[src/rtl/fir_stream_dec_if.sv]
// ---------------------------------------------------------------------------
// fir_stream_dec_if
//   Sample-in / filtered-out stream bundle for fir_stream_dec.
//
//   Handshake: a sample moves on a rising clk edge where data_valid and
//   data_ready are both high. data_ready does not depend on data_valid.
//   The source holds data stable while data_valid is high and data_ready is
//   low. fir_valid is a one-cycle strobe with no ready. fir_d holds its value
//   between strobes.
//
//   Signals:
//     data_valid  source -> filter  sample offered
//     data        source -> filter  signed sample, DW bits
//     data_ready  filter -> source  filter can take a sample this cycle
//     fir_valid   filter -> sink    one-cycle output strobe
//     fir_d       filter -> sink    signed filtered output, OW bits
//
//   Modports: master = sample source / result sink (the environment),
//             slave  = the filter.
// ---------------------------------------------------------------------------
interface fir_stream_dec_if #(
   parameter int DW = 16,
   parameter int OW = 16
);
   logic                 data_valid;
   logic signed [DW-1:0] data;
   logic                 data_ready;
   logic                 fir_valid;
   logic signed [OW-1:0] fir_d;

   modport master (
      output data_valid, data,
      input  data_ready, fir_valid, fir_d
   );

   modport slave (
      input  data_valid, data,
      output data_ready, fir_valid, fir_d
   );
endinterface

[src/rtl/fir_stream_dec.sv]
// ---------------------------------------------------------------------------
// fir_stream_dec
//   Streaming real-input FIR filter with a single serial MAC, runtime
//   loadable coefficients, run-time decimation 1..15, and a rounded,
//   saturated output.
//   y[n] = sum_{k=0..TAPS-1} h[k] * x[n-k]. Only every D-th accepted sample
//   starts a MAC pass, where D = max(decim, 1).
//
//   Ports:
//     clk        rising-edge clock
//     rst        asynchronous active-low reset (also clears coefficients)
//     coef_wr    coefficient write strobe (honoured only in IDLE)
//     coef_addr  tap index k
//     coef_data  coefficient h[k], signed, FRAC fractional bits
//     coef_err   one-cycle pulse: a write was dropped because busy
//     decim      decimation factor, 0 treated as 1, quasi-static
//     flush      in IDLE: clear delay line, pointer and decimation counter
//     busy       high in MAC or OUT
//     state_dbg  current FSM state (0 IDLE, 1 MAC, 2 OUT)
//     strm       sample / result stream (slave side)
// ---------------------------------------------------------------------------
module fir_stream_dec #(
   parameter int DW   = 16,
   parameter int CW   = 20,
   parameter int FRAC = 16,
   parameter int TAPS = 32,
   parameter int OW   = 16
) (
   input  logic                      clk,
   input  logic                      rst,
   input  logic                      coef_wr,
   input  logic [$clog2(TAPS)-1:0]   coef_addr,
   input  logic signed [CW-1:0]      coef_data,
   output logic                      coef_err,
   input  logic [3:0]                decim,
   input  logic                      flush,
   output logic                      busy,
   output logic [1:0]                state_dbg,
   fir_stream_dec_if.slave           strm
);

   localparam int AW   = $clog2(TAPS);
   // Wide enough that TAPS full-scale products can never overflow.
   localparam int ACCW = DW + CW + AW;

   localparam logic signed [ACCW-1:0] RND     = {{(ACCW-FRAC){1'b0}}, 1'b1, {(FRAC-1){1'b0}}};
   localparam logic signed [ACCW-1:0] SAT_MAX = {{(ACCW-OW+1){1'b0}}, {(OW-1){1'b1}}};
   localparam logic signed [ACCW-1:0] SAT_MIN = {{(ACCW-OW+1){1'b1}}, {(OW-1){1'b0}}};

   typedef enum logic [1:0] {
      S_IDLE = 2'd0,
      S_MAC  = 2'd1,
      S_OUT  = 2'd2
   } state_t;

   state_t state;
   state_t state_nx;

   logic signed [CW-1:0]   coef_mem [TAPS];
   logic signed [DW-1:0]   dline    [TAPS];
   logic [AW-1:0]          wr_ptr;
   logic [AW-1:0]          base_ptr;   // slot of the newest sample of this pass
   logic [AW-1:0]          tap_k;
   logic [AW-1:0]          rd_idx;
   logic [3:0]             dec_cnt;
   logic signed [ACCW-1:0] acc;
   logic signed [DW+CW-1:0] prod;
   logic signed [ACCW-1:0] rnd;
   logic signed [ACCW-1:0] shr;
   logic signed [OW-1:0]   sat;
   logic signed [OW-1:0]   fir_d_q;
   logic                   fir_valid_q;

   logic       data_ready_c;
   logic       accept;
   logic       start_mac;
   logic       last_tap;
   logic [3:0] d_eff;
   logic [3:0] cnt_eff;
   logic [3:0] cnt_nx;

   // Decimation count. A count left over from a larger D is treated as 0,
   // so a decim change is picked up at the next count-0 comparison.
   always_comb begin
      d_eff   = (decim == 4'd0) ? 4'd1 : decim;
      cnt_eff = (dec_cnt >= d_eff) ? 4'd0 : dec_cnt;
      cnt_nx  = (cnt_eff + 4'd1 == d_eff) ? 4'd0 : cnt_eff + 4'd1;
   end

   // ---------------- FSM: state register ----------------
   always_ff @(posedge clk or negedge rst) begin
      if (!rst) state <= S_IDLE;
      else      state <= state_nx;
   end

   // ---------------- FSM: next state ----------------
   always_comb begin
      state_nx = state;
      case (state)
         S_IDLE:  if (start_mac) state_nx = S_MAC;
         S_MAC:   if (last_tap)  state_nx = S_OUT;
         S_OUT:   state_nx = S_IDLE;
         default: state_nx = S_IDLE;
      endcase
   end

   // ---------------- FSM: outputs ----------------
   always_comb begin
      data_ready_c = 1'b0;
      busy         = 1'b0;
      last_tap     = 1'b0;
      case (state)
         S_IDLE: data_ready_c = !flush;   // a flush cycle takes no sample
         S_MAC: begin
            busy     = 1'b1;
            last_tap = (tap_k == AW'(TAPS-1));
         end
         S_OUT:  busy = 1'b1;
         default: ;
      endcase
   end

   assign state_dbg       = state;
   assign accept          = strm.data_valid & data_ready_c;
   assign start_mac       = accept & (cnt_eff == 4'd0);
   assign strm.data_ready = data_ready_c;
   assign strm.fir_valid  = fir_valid_q;
   assign strm.fir_d      = fir_d_q;

   // Tap k multiplies the sample k steps older than the newest one.
   assign rd_idx = base_ptr - tap_k;
   assign prod   = dline[rd_idx] * coef_mem[tap_k];

   // Round half toward +inf, then clamp to the OW-bit signed range.
   always_comb begin
      rnd = acc + RND;
      shr = rnd >>> FRAC;
      if (shr > SAT_MAX)      sat = {1'b0, {(OW-1){1'b1}}};
      else if (shr < SAT_MIN) sat = {1'b1, {(OW-1){1'b0}}};
      else                    sat = shr[OW-1:0];
   end

   // ---------------- Datapath ----------------
   always_ff @(posedge clk or negedge rst) begin
      if (!rst) begin
         for (int i = 0; i < TAPS; i++) begin
            coef_mem[i] <= '0;
            dline[i]    <= '0;
         end
         wr_ptr      <= '0;
         base_ptr    <= '0;
         tap_k       <= '0;
         dec_cnt     <= '0;
         acc         <= '0;
         fir_d_q     <= '0;
         fir_valid_q <= 1'b0;
         coef_err    <= 1'b0;
      end else begin
         fir_valid_q <= 1'b0;
         coef_err    <= coef_wr & (state != S_IDLE);

         // Written at the same edge as a possible accept, so a MAC pass
         // started in this cycle already sees the new coefficient.
         if (coef_wr && state == S_IDLE) coef_mem[coef_addr] <= coef_data;

         case (state)
            S_IDLE: begin
               if (flush) begin
                  for (int i = 0; i < TAPS; i++) dline[i] <= '0;
                  wr_ptr  <= '0;
                  dec_cnt <= '0;
               end else if (accept) begin
                  dline[wr_ptr] <= strm.data;
                  wr_ptr        <= wr_ptr + AW'(1);
                  dec_cnt       <= cnt_nx;
                  if (start_mac) begin
                     base_ptr <= wr_ptr;
                     tap_k    <= '0;
                     acc      <= '0;
                  end
               end
            end
            S_MAC: begin
               acc   <= acc + ACCW'(prod);
               tap_k <= tap_k + AW'(1);
            end
            S_OUT: begin
               fir_d_q     <= sat;
               fir_valid_q <= 1'b1;
            end
            default: ;
         endcase
      end
   end

endmodule

[src/flat_wrapper.sv]
// flat-port wrapper written by rule: the top's interface ports become plain ports
module fir_stream_dec_flat 
#(
   parameter int DW   = 16,
   parameter int CW   = 20,
   parameter int FRAC = 16,
   parameter int TAPS = 32,
   parameter int OW   = 16
)
  (clk, rst, coef_wr, coef_addr, coef_data, coef_err, decim, flush, busy, state_dbg, strm_data_valid, strm_data, strm_data_ready, strm_fir_valid, strm_fir_d);
  fir_stream_dec_if #(.DW(DW), .OW(OW)) strm_i ();
  input  logic clk;
  input  logic rst;
  input  logic coef_wr;
  input  logic [$clog2(TAPS)-1:0] coef_addr;
  input  logic signed [CW-1:0] coef_data;
  output logic coef_err;
  input  logic [3:0] decim;
  input  logic flush;
  output logic busy;
  output logic [1:0] state_dbg;
  input wire logic [$bits(strm_i.data_valid)-1:0] strm_data_valid;
  input wire logic [$bits(strm_i.data)-1:0] strm_data;
  output wire logic [$bits(strm_i.data_ready)-1:0] strm_data_ready;
  output wire logic [$bits(strm_i.fir_valid)-1:0] strm_fir_valid;
  output wire logic [$bits(strm_i.fir_d)-1:0] strm_fir_d;
  assign strm_i.data_valid = strm_data_valid;
  assign strm_i.data = strm_data;
  assign strm_data_ready = strm_i.data_ready;
  assign strm_fir_valid = strm_i.fir_valid;
  assign strm_fir_d = strm_i.fir_d;
  fir_stream_dec #(.DW(DW), .CW(CW), .FRAC(FRAC), .TAPS(TAPS), .OW(OW)) u_core (.clk(clk), .rst(rst), .coef_wr(coef_wr), .coef_addr(coef_addr), .coef_data(coef_data), .coef_err(coef_err), .decim(decim), .flush(flush), .busy(busy), .state_dbg(state_dbg), .strm(strm_i));
endmodule
[config.mk]
export PLATFORM = sky130hd
export DESIGN_NAME = fir_stream_dec_flat
export DESIGN_NICKNAME = d
export VERILOG_FILES = /design/src/rtl/fir_stream_dec_if.sv /design/src/rtl/fir_stream_dec.sv /design/src/flat_wrapper.sv
export SDC_FILE = /design/constraint.sdc
export NUM_CORES = 2
export LEC_CHECK = 0
export ABC_AREA = 1
export CAP_MARGIN = 25
export CORE_ASPECT_RATIO = 1.2
export CORE_MARGIN = 1
export CORE_UTILIZATION = 60
export DETAILED_ROUTE_END_ITERATION = 8
export PLACE_DENSITY = 0.76
export SLEW_MARGIN = 30
export SYNTH_ARGS = -nofsm -noshare
export SYNTH_HDL_FRONTEND = slang
export SYNTH_SLANG_ARGS = --single-unit
[constraint.sdc]
create_clock -name clk -period 14.5 [get_ports clk]
set_input_delay 2.175 -clock clk [delete_from_list [all_inputs] [get_ports clk]]
set_output_delay 2.175 -clock clk [all_outputs]
set_load 0.02 [all_outputs]
==> results by group <==
Outcome
  – Outcome: complete, no violations

GRT
  – Initial antenna violation count: 1
  – Vias in the first global route: 59,000
  – Remaining Overflow, GRT: 0
  – Largest net degree at the start of global routing: 219
  – Total GRT Usage: 0.362
  – First-pass GRT wire length: 336,000 um

Synth
  – Seq/Total Area, Yosys: 0.434
  – Prevailing post-synth register cell: dfrtp_1
  – Synth Area in Compound Gates: 0.191
  – Adder-cell share of the synthesized area: 0.131
  – Synth cell types: 55
  – Mux share of post-synthesis cell area: 0
  – Syn_nets: 8,915
  – Xor and xnor area share after synthesis: 0.00555
  – Mean area per synthesized cell: 8.50 um^2
  – Synth Cell Area: 0.0710 mm^2
  – Simple-gate share of the synthesized area: 0.141
  – Register bit total from synthesis: 1,232
  – Post-synth EDFFs: 0
  – Cells after Synth: 8,349
  – Largest family of logic cells by synthesized area: compound AO/OA/AOI/OAI gates
  – Ys Warns: 0
  – Post-synth ARST share: 1.00

STA
  – Fmax: 93.7 MHz
  – Final Hold Violating Endpoints: 0
  – Final worst path period share: 0.736
  – Slew @ Worst Pin: 1070 ps
  – Tmin final: 10,670 ps
  – Final slew viol count: 0
  – Relative slew slack: 0.283
  – TNS Setup: 0 ps
  – Worst clock skew: 55.2 ps
  – Final setup fails: 0
  – RSZ-0062 raised after global routing: no

Worst setup path
  – Crit path largest cell delay: 850 ps
  – WS Path Type: reg -> reg
  – WP buf/inv: 9
  – Critical path launch point type: flip-flop
  – CP required: 15,160 ps
  – CP max FO: 201
  – Crit-path leading delay family: adder cells
  – Worst Path Arrival: 11,330 ps
  – Worst setup EP type: flip-flop
  – CP max stage cell: fa_4

Drt
  – Routed len/inst: 22.0 um
  – DR vias: 59,700
  – Initial DRC Count: 6,972
  – Drt first pass iters: 6
  – Final ANT Viol Nets: 0
  – DRC: 0
  – Total wire length: 213,000 um
  – Vias/cell: 6.16

Floorplan
  – Die extent in x: 316 um
  – Die area: 0.120 mm^2
  – Initial core utilization: 0.608
  – Core Rows: 137
  – Core Region: 0.117 mm^2
  – Die height: 379 um
  – I/O Pins: 72

Clock network
  – Cts hold-fix bufs: 0
  – Postcts setup bufs: 0
  – Clk_lat worst skew: 790 ps
  – Cts repair resizes: 0
  – CTS tree: built
  – Clock-pin transition on the worst setup and hold timing paths: 60 ps
  – # clock sinks: 1,232
  – CTS H-tree depth: 3
  – Maximum clock path buffer count: 3
  – Root Buffer: clkbuf_16
  – Number of buffers created by CTS: 120

Place
  – Number of port buffers: 71
  – DP HPWL: 137,000 um
  – Gpl congestion: 0.975

Cells and area
  – Commonest non-fill, non-tap cells in the layout: nand2_1, dfrtp_1, inv_1, o21ai_0, a21oi_1
  – Area Growth Syn to Fin: 7.14%
  – NumNets Final: 8,628
  – # fillers: 9,483
  – Most common cell after layout, fill and taps aside: nand2_1
  – Ratio of cells with drive above 1 in the final layout: 0.0594

Hold path
  – Worst hold path type: reg -> reg

Run
  – Max Cap Viol: 0
-- stage by stage --
stage                      util  setup slack, ps  std cells  hold WS [ps]  cell area [um^2]
after floorplan               -             7020       8349           445             71000
after global placement    0.616             4090       9465           457             71900
after detailed placement  0.616             3970       9466           465             71900
after CTS                 0.651             3930       9685           480             76000
after global routing      0.652             3300       9688           497             76100
final                     0.652             3830       9689           478             76100
-- final cells by class --
cell class                      count  area [um^2]  share of cell area
Multi-Input combinational cell   5415        33300               0.438
Sequential cell                  1232        30800               0.405
Inverter                         1110         4190              0.0550
Timing Repair Buffer              183         1720              0.0226
Clock inverter                     38          483             0.00635
Clock buffer                      181         3600              0.0474
Tap cell                         1529         1910              0.0251
Antenna cell                        1         2.50           0.0000329
-- flip-flops by register name (all words and copies together) (netlist names) --
| signal | flops |
|---|---|
| u_core.acc | 41 |
| u_core.base_ptr | 5 |
| u_core.coef_err | 1 |
| u_core.coef_mem | 640 |
| u_core.dec_cnt | 4 |
| u_core.dline | 512 |
| u_core.state_dbg | 2 |
| u_core.strm.fir_d | 16 |
| u_core.strm.fir_valid | 1 |
| u_core.tap_k | 5 |
| u_core.wr_ptr | 5 |
-- Yosys cell counts, drive strengths merged, types with 11 or more instances --
cell,number,share of area
nand3,265,0.019
o21bai,12,0.0019
xor2,18,0.0022
nand2,1711,0.091
xnor2,27,0.0033
a32oi,14,0.0017
o21ai,1037,0.074
o211ai,57,0.0060
nand4,12,0.0011
dfrtp,1232,0.43
a21oi,558,0.043
o22ai,502,0.044
ha,136,0.024
o311ai,29,0.0036
buf,275,0.022
nor2,450,0.024
fa,380,0.11
o31ai,18,0.0023
clkbuf,317,0.017
a22oi,54,0.0057
inv,1101,0.058
a31oi,11,0.00097
or2,29,0.0026
nor3,28,0.0022
a32o,22,0.0031
-- routing by layer --
metal  vias to the layer above  global-route usage  wire [um]
li1                      26700                   -          -
met1                     29400               0.484      84400
met2                      2995               0.569      99200
met3                       617              0.0692      18900
met4                         2               0.175      10800
met5                         -                   0         13
-- cell families (layout without fill, tap and decap cells) --
kind of cell | Yosys count | in the layout
other cells | 0 | 1
compound gates | 2347 | 2347
flops | 1232 | 1232
fa+ha+maj | 516 | 516
buf+inv | 1702 | 1512
simple gates | 2507 | 2507
xor+xnor | 45 | 45
-- worst register-to-register path, delay by kind of cell (launching register included) --
kind / cells / cell delay [ps]
flip-flops: 1 / 420
adder cells (fa/ha/maj): 9 / 4940
AND/OR/NAND/NOR: 8 / 1230
buffers and inverters: 9 / 2900
AO/OA/AOI/OAI: 9 / 1090
-- final timing paths --
kind                                                       start                                to  slack [ps]  cells past startpoint
worst max-delay path                 u_core.tap_k[0]$_DFFE_PN0P_        u_core.acc[39]$_DFFE_PN0P_        3830                     35
worst min-delay path            u_core.coef_mem[354]$_DFFE_PN0P_  u_core.coef_mem[354]$_DFFE_PN0P_         480                      2
worst max register to register       u_core.tap_k[0]$_DFFE_PN0P_        u_core.acc[39]$_DFFE_PN0P_        3830                     35
worst min register to register  u_core.coef_mem[354]$_DFFE_PN0P_  u_core.coef_mem[354]$_DFFE_PN0P_         480                      2
max in group asynchronous                                    rst  u_core.coef_mem[369]$_DFFE_PN0P_       10210                      5
min in group asynchronous                                    rst     u_core.dline[268]$_DFFE_PN0P_        1280                      1
Power is left out: the tool's default activity adds up to more than one toggle a clock period on the data nets, which glitch-free logic cannot reach.
